[src/rtl/serial_paralelo_pkg.sv]
// serial_paralelo_pkg
//   Shared PHY lane definitions: the K28.5 comma symbol (also used by the
//   transmit-side serializer) and the receive alignment state encoding.
package serial_paralelo_pkg;

  // K28.5 comma, sent by the transmitter while the lane is idle
  localparam logic [7:0] K28_5 = 8'hBC;

  typedef enum logic [1:0] {
    SEARCH = 2'd0,
    ALIGN  = 2'd1,
    ACTIVE = 2'd2
  } phy_state_e;

endpackage

[src/rtl/serial_paralelo.sv]
// serial_paralelo
//   Lane deserializer. Shifts in an MSB-first bit stream, hunts for the
//   comma to find byte alignment, and declares lock after COMMA_LOCK
//   consecutive aligned commas. Once locked, it reports every byte boundary
//   with byte_strobe. Non-comma bytes update data_out and set valid_out.
//   Comma bytes clear valid_out and leave data_out unchanged.
// Ports:
//   clk_32f     in   bit clock, one serial bit per rising edge
//   reset       in   async active-high reset
//   data_in     in   serial bit, MSB first
//   data_out    out  [7:0] last received non-comma byte
//   valid_out   out  data_out updated at the most recent byte boundary
//   byte_strobe out  one-cycle pulse per byte boundary while active
//   active      out  lane aligned (lock held until reset)
module serial_paralelo
  import serial_paralelo_pkg::*;
#(
  parameter logic [7:0] COMMA      = K28_5,
  parameter int         COMMA_LOCK = 4      // legal 1..15
) (
  input  logic       clk_32f,
  input  logic       reset,
  input  logic       data_in,
  output logic [7:0] data_out,
  output logic       valid_out,
  output logic       byte_strobe,
  output logic       active
);

  localparam logic [3:0] LOCK_N = 4'(COMMA_LOCK);

  phy_state_e state;
  logic [7:0] sr;
  logic [2:0] bit_cnt;
  logic [3:0] comma_cnt;

  // Compares act on the byte that includes the bit arriving this edge
  logic [7:0] sr_next;
  logic       is_comma;
  logic       boundary;
  logic [3:0] comma_inc;

  assign sr_next   = {sr[6:0], data_in};
  assign is_comma  = (sr_next == COMMA);
  assign boundary  = (bit_cnt == 3'd7);
  assign comma_inc = (comma_cnt == 4'hF) ? 4'hF : comma_cnt + 4'd1;

  always_ff @(posedge clk_32f or posedge reset) begin
    if (reset) begin
      state       <= SEARCH;
      sr          <= 8'h00;
      bit_cnt     <= 3'd0;
      comma_cnt   <= 4'd0;
      data_out    <= 8'h00;
      valid_out   <= 1'b0;
      byte_strobe <= 1'b0;
      active      <= 1'b0;
    end else begin
      sr <= sr_next;
      case (state)
        // Accept a comma at any bit offset; the edge that completes it
        // becomes the byte boundary reference (bit_cnt restarts at 0).
        SEARCH: begin
          if (is_comma) begin
            bit_cnt   <= 3'd0;
            comma_cnt <= 4'd1;
            if (LOCK_N == 4'd1) begin
              state  <= ACTIVE;
              active <= 1'b1;
            end else begin
              state <= ALIGN;
            end
          end
        end
        // Only boundary-aligned commas count; off-boundary ones are ignored.
        // A non-comma boundary byte drops back to SEARCH without rescanning
        // the same byte at other offsets.
        ALIGN: begin
          bit_cnt <= bit_cnt + 3'd1;
          if (boundary) begin
            if (is_comma) begin
              comma_cnt <= comma_inc;
              if (comma_inc == LOCK_N) begin
                state  <= ACTIVE;
                active <= 1'b1;
              end
            end else begin
              comma_cnt <= 4'd0;
              state     <= SEARCH;
            end
          end
        end
        // Locked: no loss-of-lock detection, only reset leaves this state
        ACTIVE: begin
          bit_cnt     <= bit_cnt + 3'd1;
          byte_strobe <= boundary;
          if (boundary) begin
            if (is_comma) begin
              valid_out <= 1'b0;
            end else begin
              data_out  <= sr_next;
              valid_out <= 1'b1;
            end
          end
        end
        default: state <= SEARCH;
      endcase
    end
  end

endmodule

[config.mk]
export PLATFORM = sky130hd
export DESIGN_NAME = serial_paralelo
export DESIGN_NICKNAME = d
export VERILOG_FILES = /design/src/rtl/serial_paralelo_pkg.sv /design/src/rtl/serial_paralelo.sv
export SDC_FILE = /design/constraint.sdc
export NUM_CORES = 1
export LEC_CHECK = 0
export BUFFER_PORTS_ARGS = -buffer_cell sky130_fd_sc_hd__buf_2
export CAP_MARGIN = 30
export CORE_MARGIN = 1.5
export CORE_UTILIZATION = 30
export DETAILED_ROUTE_END_ITERATION = 8
export SLEW_MARGIN = 20
export SYNTH_ARGS = -nofsm -noshare
export SYNTH_HDL_FRONTEND = slang
export SYNTH_SLANG_ARGS = --single-unit
[constraint.sdc]
create_clock -name clk_32f -period 6.2 [get_ports clk_32f]
set_input_delay 0.62 -clock clk_32f [delete_from_list [all_inputs] [get_ports clk_32f]]
set_output_delay 0.62 -clock clk_32f [all_outputs]
set_load 0.01 [all_outputs]
==> results of run 1 <==
## Yosys cell counts (2+ instances only)
master	n	share of area
o21ai_1	2	0.0082
a21oi_1	2	0.0082
mux2i_1	2	0.016
mux2_2	4	0.037
nor2b_1	2	0.010
mux2_1	6	0.056
ha_1	7	0.072
o21ai_0	3	0.012
nor2_1	3	0.0093
dfrtp_1	27	0.56
nand2_1	8	0.025
a31oi_1	4	0.021
inv_1	9	0.028
## metrics by stage
stage | instance area (sq um) | power [mW] | hold WS, ns | setup WS [ns]
after floorplan | 1210 | 0.194 | 0.363 | 4.07
after global placement | 1330 | 0.199 | 0.387 | 3.93
after detailed placement | 1360 | 0.201 | 0.386 | 3.87
after CTS | 1410 | 0.301 | 0.326 | 3.94
after global routing | 1410 | 0.309 | 0.361 | 3.83
final | 1410 | 0.296 | 0.325 | 3.92
## worst register-to-register path, cell delays in order (launching register included)
cell and delay (ns):
dfrtp_1 0.42, ha_1 0.30, or4b_1 0.55, a311oi_2 0.41
o311ai_1 0.15, mux2_1 0.34
## kinds of logic after synthesis
| logic type | Yosys count | synth area share |
|---|---|---|
| AND/OR/NAND/NOR | 25 | 0.124 |
| adder cells (fa/ha/maj) | 7 | 0.0722 |
| AO/OA/AOI/OAI | 18 | 0.106 |
| multiplexers | 12 | 0.109 |
| flip-flops | 27 | 0.557 |
| buffers and inverters | 10 | 0.0320 |
## power breakdown
part	internal, mW	switching [mW]	total [mW]
registers	0.181	0.00291	0.184
logic	0.00618	0.00726	0.0134
clock network	0.0455	0.0533	0.0988
total	0.233	0.0634	0.296
## layer usage
metal | up-vias | routed length, microns | track usage
li1 | 388 | - | -
met1 | 396 | 996 | 0.136
met2 | 15 | 1060 | 0.189
met3 | 4 | 62 | 0.0169
met4 | 0 | 27 | 0.0536
met5 | - | 0 | 0
## layout by cell type, fill, tap and decap left out, types with 2 or more instances in the layout
cell / Yosys / routed
dfrtp_1: 27 / 27
buf_2: 1 / 13
inv_1: 9 / 9
nand2_1: 8 / 8
ha_1: 7 / 7
mux2_1: 6 / 6
mux2_2: 4 / 4
a31oi_1: 4 / 4
nor2_1: 3 / 3
o21ai_0: 3 / 3
clkbuf_8: 0 / 3
mux2i_1: 2 / 2
nor2b_1: 2 / 2
o21ai_1: 2 / 2
a21oi_1: 2 / 2
## final cells by class
class | instances | area share
well taps | 48 | 0.0426
clock buffers | 3 | 0.0293
multi-input cells | 62 | 0.354
repair buffers | 14 | 0.0657
clock inverters | 1 | 0.00532
flip-flops and latches | 27 | 0.479
inverters | 9 | 0.0240
## how the worst min path moves through the flow
stage                                         end       startpoint  slack (ns)
after floorplan                   sr[2]$_DFF_PP0_  sr[1]$_DFF_PP0_        0.36
after global placement            sr[5]$_DFF_PP0_  sr[4]$_DFF_PP0_        0.39
after detailed placement          sr[4]$_DFF_PP0_  sr[3]$_DFF_PP0_        0.39
after CTS                 data_out[1]$_DFFE_PP0P_            reset        0.33
after global routing        valid_out$_DFFE_PP0P_            reset        0.36
final                     byte_strobe$_DFFE_PP0P_            reset        0.32
## flip-flops by register name, indices dropped and copies added (netlist names)
register     count
data_out         8
sr               7
comma_cnt        4
bit_cnt          3
state            2
active           1
byte_strobe      1
valid_out        1
==> reports/results.tsv, run 1 <==
metric	value	unit
Crit. path cell count	5	
TNS Setup	0	ns
Synth Cell Area	1210	sq um
CP max stage delay	0.55	ns
fin crit period	2.28	ns
die height	66.6	microns
maximum fanout along the worst path	8	
critical path's slowest cell	or4b_1	
CP top delay family	compound AO/OA/AOI/OAI gates	
All-Layer GR Usage	0.111	
R2R Path End	state[0]$_DFFE_PP0P_	
register area	676	sq um
Setup crit end kind	flip-flop	
reg-to-reg slack, setup	3.92	ns
Leakage	0.647	nW
register area share after synthesis	0.557	
Setup Viol. Count Final	0	
wire per inst	13.1	microns
Antenna diodes	0	
Post-synth EDFFs	0	
Tcrit/Tclk final	0.367	
Setup crit start	comma_cnt[0]$_DFFE_PP0P_	
average size of a mapped cell	12.3	sq um
CP endpoint	state[0]$_DFFE_PP0P_	
top_reg_cell synth	dfrtp_1	
depth of the most critical reg-to-reg path	5	
PwrDens	210	nW/um^2
outcome	finished clean	
Mapped Nets	109	
# nets final	127	
Core ar.	3770	sq um
Area Overhead vs Synth	16.2	%
initial core utilization	0.322	
largest net degree at the start of global routing	20	
Resized Gates After CTS	0	
cts hold-fix bufs	0	
I/O pin count	14	
WP buf/inv	0	
GPL Wtd Cong	0.867	
Core Util, Final	0.374	
Netlist cell types	33	
DRC viols	0	
DP Cell Count	160	
Vias/cell	4.90	
Worst Skew	0.00487	ns
Routed Antenna Nets	0	
maximum root-to-sink buffer count	2	
Setup Buffers After CTS	0	
Worst R2R Start	comma_cnt[0]$_DFFE_PP0P_	
multi-input logic area	499	sq um
Slew Limit Fails	0	
total CTS buffers	3	
Critical Path RT	6.36	ns
Port Buffer Count	13	
crit path kind	flip-flop to flip-flop	
Critical Path Source Type	flip-flop	
Worst-Skew Late Latency	0.27	ns
critical path arrival	2.44	ns
layout filler cell count	371	
yosys warns	0	
worst-path cell chain	ha_1 > or4b_1 > a311oi_2 > o311ai_1 > mux2_1	
vias in the first global route	811	
DR iter-0 viols	8	
post-synthesis cell count	99	
Hold WC Path Type	primary input to async pin	
Vias	803	
Peak VDD IR	0.000149	V
die area	4440	sq um
Die X-Extent	66.6	microns
post-synthesis register bit count	27	
maxcap violations	0	
asr flop ratio synth	1.00	
wirelength, routed	2.15	mm
Slew @ Worst Pin	0.415	ns
CTS clk-pin slew, worst paths	0.09	ns
CTS H-tree depth	1	
Final Non-Filler Cells	164	
RSZ-0062 raised after global routing	false	
DR pass1 iterations	4	
global-route wire length before repair	3.70	mm
Sink Count	27	
initial antenna violation count	0	
worst relative slew slack	0.721	
Hold Fails Final Rpt	0	
Rows	22	
layout cells sized above 1	0.250	
Clock Root Buffer	clkbuf_8	
Final HPWL DP	1.57	mm
TritonCTS clock tree	yes	
Max Fclk	0.439	GHz
GRT overflow	0	
(Power assumes the default switching activity.)
==> run 2, diff against run 1 <==
==> constraint.sdc (replaced) <==
create_clock -name clk_32f -period 2 [get_ports clk_32f]
set_input_delay 0.2 -clock clk_32f [delete_from_list [all_inputs] [get_ports clk_32f]]
set_output_delay 0.2 -clock clk_32f [all_outputs]
set_load 0.01 [all_outputs]
==> run 2 against run 1 <==
Sequential share of layout area shrank 2.7 points. Highest routed layer unchanged. Critical endpoint unchanged. Sequential cell count is the same. Worst hold slack lost 0.25 ns. Largest power group unchanged. Wire length grew 0.19%.
==> reports/results.tsv, run 2 (synthesis gave the netlist of run 1 again) <==
metric	value	unit	change
critical path arrival	2.13	ns	-0.31 ns
depth of the most critical reg-to-reg path	5		unchanged
layout cells sized above 1	0.333		+0.0833
DRC viols	0		unchanged
All-Layer GR Usage	0.118		+0.00724
R2R Path End	state[0]$_DFFE_PP0P_		
wirelength, routed	2.15	mm	+0.19%
Tcrit/Tclk final	0.983		+0.616
critical path's slowest cell	or4b_4		
total CTS buffers	3		unchanged
wire per inst	12.4	microns	-5.6%
Hold WC Path Type	primary input to flip-flop		
GPL Wtd Cong	0.831		-4.1%
Leakage	0.710	nW	+9.8%
maximum root-to-sink buffer count	2		unchanged
Rows	22		unchanged
global-route wire length before repair	3.99	mm	+7.8%
die height	66.6	microns	unchanged
Core Util, Final	0.396		+0.0226
Slew Limit Fails	0		unchanged
Worst Skew	0.00839	ns	+0.00352 ns
Port Buffer Count	13		unchanged
Peak VDD IR	0.000407	V	+170%
worst relative slew slack	0.671		-0.0497
setup ws final	0.0339	ns	-3.89 ns
CP max stage delay	0.49	ns	-0.06 ns
DR iter-0 viols	18		+10
Vias	825		+2.7%
register area	676	sq um	unchanged
Antenna diodes	0		unchanged
outcome	finished clean		
GRT overflow	0		unchanged
worst-path cell chain	ha_2 > or4b_4 > a311oi_4 > o311ai_2 > mux2_1		
PwrDens	608	nW/um^2	+190%
Setup Viol. Count Final	0		unchanged
CP endpoint	state[0]$_DFFE_PP0P_		
largest registers	data_out (8), sr (7), comma_cnt (4)		
max reg flops	8		unchanged
maxcap violations	0		unchanged
Routed Antenna Nets	0		unchanged
DR pass1 iterations	4		unchanged
most frequent cells in the layout	dfrtp_1 (27), buf_2 (13), buf_4 (10)		
reg-to-reg slack, setup	0.03	ns	-3.89 ns
Area Overhead vs Synth	23.2	%	
# nets final	137		+7.9%
Sink Count	27		unchanged
Setup crit start	comma_cnt[1]$_DFFE_PP0P_		
initial antenna violation count	0		unchanged
vias in the first global route	865		+6.7%
Place WS	0.00684	ns	-3.87 ns
die area	4440	sq um	unchanged
layout filler cell count	360		-3.0%
Setup crit end kind	flip-flop		
Vias/cell	4.74		-3.2%
Worst R2R Start	comma_cnt[1]$_DFFE_PP0P_		
Hold Fails Final Rpt	0		unchanged
initial core utilization	0.322		unchanged
Clock Root Buffer	clkbuf_8		
crit path kind	flip-flop to flip-flop		
Final HPWL DP	1.60	mm	+1.4%
CTS clk-pin slew, worst paths	0.09	ns	about the same
Worst-Skew Late Latency	0.27	ns	about the same
TritonCTS clock tree	yes		
I/O pin count	14		unchanged
largest net degree at the start of global routing	28		+40%
Max Fclk	0.509	GHz	+16%
RSZ-0062 raised after global routing	true		
Slew @ Worst Pin	0.489	ns	+0.0740 ns
CTS H-tree depth	1		unchanged
most flop-heavy register	data_out		
Critical Path RT	2.16	ns	-4.20 ns
fin crit period	1.97	ns	-0.310 ns
maximum fanout along the worst path	2		-6
Die X-Extent	66.6	microns	unchanged
Critical Path Source Type	flip-flop		
Core ar.	3770	sq um	unchanged
multi-input logic area	529	sq um	+6.0%
commonest non-fill, non-tap cell in the layout	dfrtp_1		
==> run 2: cell types whose count changed in the layout (fill, tap and decap cells not counted), sizes merged <==
cell         delta
clkinv          +1
dlygate4sd3     +1
clkinvlp        -1
buf             +9
==> run 2: repair_timing <==
item | 4_1_cts | 5_1_grt
hold buffers | 1 | 0
pin swaps | 4 | 2
endpoints found under the hold margin | 27 | 0
gates resized for setup | 4 | 2
endpoints found under the setup margin | 1 | 2
buffers inserted | 1 | 0
==> run 2: power by group <==
group          leakage [nW]  switching [mW]  internal (mW)  total, mW
Combinational         0.371          0.0213         0.0163     0.0376
Sequential            0.313         0.00925          0.561      0.570
Clock                0.0255           0.162          0.139      0.301
==> run 2: how the worst min path moves through the flow <==
stage               startpoint                 endpoint  slack (ns)  depth (start not counted)
floorplan              data_in          sr[0]$_DFF_PP0_        0.23                          0
global placement         reset    valid_out$_DFFE_PP0P_        0.27                          3
detailed placement       reset  byte_strobe$_DFFE_PP0P_        0.27                          3
CTS                    data_in          sr[0]$_DFF_PP0_        0.07                          1
global route           data_in          sr[0]$_DFF_PP0_        0.06                          1
finish                 data_in          sr[0]$_DFF_PP0_        0.07                          1
==> run 2: critical path, delay by kind of cell, from the launching register on <==
family	cells	cell delay [ns]
compound gates	2	0.45
simple gates	1	0.49
flops	1	0.40
mux	1	0.32
fa+ha+maj	1	0.19
==> run 2: stage by stage <==
stage                     instances  TNS, ns  instance area (sq um)  hold WS, ns  total power [mW]
after CTS                       174        0                   1490       0.0665             0.920
after global placement          168        0                   1400        0.267             0.618
after global routing            174  -0.0105                   1500       0.0621             0.960
after detailed placement        168        0                   1400        0.272             0.619
final                           174        0                   1500       0.0708             0.909
after floorplan                  99        0                   1210        0.231             0.600
==> run 2: final cells by class <==
| class | instances | area share |
|---|---|---|
| tap | 48 | 0.0402 |
| clock buffer | 3 | 0.0276 |
| multi-input combinational | 62 | 0.354 |
| inverter | 9 | 0.0226 |
| sequential | 27 | 0.452 |
| timing repair buffer | 24 | 0.100 |
| clock inverter | 1 | 0.00335 |
==> run 2: layer usage <==
layer / track usage / wire length [microns]
met5: 0 / 0
met4: 0.0536 / 17
met3: 0.0152 / 48
met2: 0.190 / 992
met1: 0.158 / 1090
==> run 3, diff against run 2 <==
--- a/config.mk
+++ b/config.mk
@@ -7,9 +7,11 @@
 export LEC_CHECK = 0
 export BUFFER_PORTS_ARGS = -buffer_cell sky130_fd_sc_hd__buf_2
 export CAP_MARGIN = 30
+export CORE_ASPECT_RATIO = 1.75
 export CORE_MARGIN = 1.5
-export CORE_UTILIZATION = 30
+export CORE_UTILIZATION = 40
 export DETAILED_ROUTE_END_ITERATION = 8
+export MAX_ROUTING_LAYER = met4
 export SLEW_MARGIN = 20
 export SYNTH_ARGS = -nofsm -noshare
 export SYNTH_HDL_FRONTEND = slang
==> run 3 against run 2 <==
The flow now finishes with violations (design-rule violations). Die area down 24%. Worst setup slack worse by 0.018 ns. Non-clock buffer count up 2. Power increased by 1.2%. Sequential share of layout area up 1.1 points. Wire length rose by 2.3%. Largest cell class unchanged.
==> reports/results.tsv, run 3 (synthesis gave the netlist of run 1 again) <==
metric	value	unit	change
outcome	finished, violations left		
failing checks	design-rule violations		
Clock Root Buffer	clkbuf_8		
RSZ-0062 raised after global routing	true		
Endpoint, Worst Hold	sr[0]$_DFF_PP0_		
# nets final	139		+1.5%
fin crit period	1.98	ns	+0.0182 ns
layout filler cell count	255		-29%
Slew @ Worst Pin	0.343	ns	-0.146 ns
GRT overflow	0		unchanged
DR pass1 iterations	6		+2
DR iter-0 viols	15		-3
Hold WC Path Type	primary input to flip-flop		
CTS H-tree depth	1		unchanged
Slew Limit Fails	0		unchanged
DRC viols	1		+1
reg-to-reg slack, setup	0.02	ns	-0.02 ns
setup ws final	0.0157	ns	-0.0182 ns
Final HPWL DP	1.69	mm	+5.9%
wirelength, routed	2.20	mm	+2.3%
Rows	26		+18%
Max Fclk	0.504	GHz	-0.92%
initial core utilization	0.419		+0.0974
layout cells sized above 1	0.320		-0.0130
Peak VDD IR	0.000487	V	+20%
most frequent cells in the layout	dfrtp_1 (27), buf_2 (13), buf_4 (12)		
die area	3390	sq um	-24%
Setup crit end kind	flip-flop		
Hold Fails Final Rpt	0		unchanged
All-Layer GR Usage	0.160		+0.0423
Port Buffer Count	13		unchanged
R2R Path End	state[0]$_DFFE_PP0P_		
most flop-heavy register	data_out		
worst relative slew slack	0.769		+0.0980
initial antenna violation count	0		unchanged
critical path arrival	2.15	ns	+0.02 ns
Place WS	0.0243	ns	+0.0174 ns
I/O pin count	14		unchanged
vias in the first global route	845		-2.3%
Tcrit/Tclk final	0.992		+0.00911
PwrDens	630	nW/um^2	+3.6%
wire per inst	14.1	microns	+14%
Vias	835		+1.2%
die height	75.9	microns	+14%
largest registers	data_out (8), sr (7), comma_cnt (4)		
Vias/cell	5.35		+13%
Core Util, Final	0.504		+0.108
crit path kind	flip-flop to flip-flop		
Worst-Skew Late Latency	0.28	ns	about the same
commonest non-fill, non-tap cell in the layout	dfrtp_1		
Critical Path Source Type	flip-flop		
CTS clk-pin slew, worst paths	0.09	ns	about the same
Worst R2R Start	sr[5]$_DFF_PP0_		
Antenna diodes	0		unchanged
maximum fanout along the worst path	5		+3
GPL Wtd Cong	0.816		-1.9%
Die X-Extent	44.6	microns	-33%
TritonCTS clock tree	yes		
Area Overhead vs Synth	20.3	%	
Area after DPL	1390	sq um	-0.71%
hold_sp	data_in		
largest net degree at the start of global routing	28		unchanged
Critical Path RT	2.16	ns	about the same
maximum root-to-sink buffer count	2		unchanged
Sink Count	27		unchanged
maxcap violations	0		unchanged
Core ar.	2900	sq um	-23%
Setup Viol. Count Final	0		unchanged
global-route wire length before repair	3.80	mm	-4.8%
Routed Antenna Nets	0		unchanged
depth of the most critical reg-to-reg path	4		-1
Worst Skew	0.00550	ns	-0.00290 ns
fin area	1460	sq um	-2.3%
Hold Crit Depth	1		unchanged
total CTS buffers	3		unchanged
max reg flops	8		unchanged
Leakage	0.697	nW	-1.8%
Worst Hold Slack	0.0636	ns	-0.00718 ns
run 3: changes by cell type in the layout (fill, tap and decap cells not counted):
cell | previous run | this run
or3b_2 | 0 | 1
o311ai_1 | 0 | 1
or4b_4 | 2 | 1
ha_1 | 5 | 6
a311oi_2 | 0 | 1
o311ai_2 | 1 | 0
ha_2 | 2 | 1
a311oi_4 | 1 | 0
or3b_4 | 1 | 0
or4b_1 | 0 | 1
buf_4 | 10 | 12
clkinv_2 | 1 | 0
clkinvlp_4 | 0 | 1
run 3: how the worst max path moves through the flow:
stage	slack [ns]	cells after the start	start	to
after global routing	-0.05	4	sr[5]$_DFF_PP0_	state[0]$_DFFE_PP0P_
after CTS	0.01	5	comma_cnt[0]$_DFFE_PP0P_	state[0]$_DFFE_PP0P_
after detailed placement	0.02	4	sr[5]$_DFF_PP0_	state[0]$_DFFE_PP0P_
after global placement	0.08	5	comma_cnt[0]$_DFFE_PP0P_	state[0]$_DFFE_PP0P_
after floorplan	0.02	5	comma_cnt[0]$_DFFE_PP0P_	state[0]$_DFFE_PP0P_
final	0.02	4	sr[5]$_DFF_PP0_	state[0]$_DFFE_PP0P_
run 3: power breakdown:
group | internal (mW) | switching [mW]
registers | 0.561 | 0.00885
clock network | 0.142 | 0.169
logic | 0.0175 | 0.0220
total | 0.720 | 0.200
run 3: per-layer routing:
layer  vias up  part of all wire  track usage
met4         0             0.026       0.0909
met2        16              0.53        0.274
li1        414                 -            -
met3         5             0.031       0.0142
met1       400              0.41        0.179
met5         -                 0            -
run 3: worst max-delay path, stage by stage, from the launching register on:
cell	delay (ns)
dfrtp_1	0.40
or4b_4	0.55
or2_4	0.27
o311ai_1	0.30
mux2_1	0.35
run 3: area by class of cell:
cell class,count,area (sq um),area share
clock buffer,3,41.3,0.0283
sequential,27,676,0.463
tap,28,35.0,0.0240
timing repair buffer,26,165,0.113
clock inverter,1,7.51,0.00514
multi-input combinational,62,502,0.344
inverter,9,33.8,0.0231
run 3: repair_timing:
action / CTS / global route
endpoints found under the setup margin: 0 / 3
endpoints found under the hold margin: 27 / 0
hold buffers: 1 / 0
resized for setup: 0 / 1
buffers inserted: 0 / 1
run 3: per-stage QoR:
step | power, mW | instances | TNS, ns
floorplan | 0.600 | 99 | 0
finish | 0.920 | 156 | 0
CTS | 0.936 | 155 | 0
detailed placement | 0.621 | 150 | 0
global route | 0.963 | 156 | -0.0844
global placement | 0.620 | 150 | 0
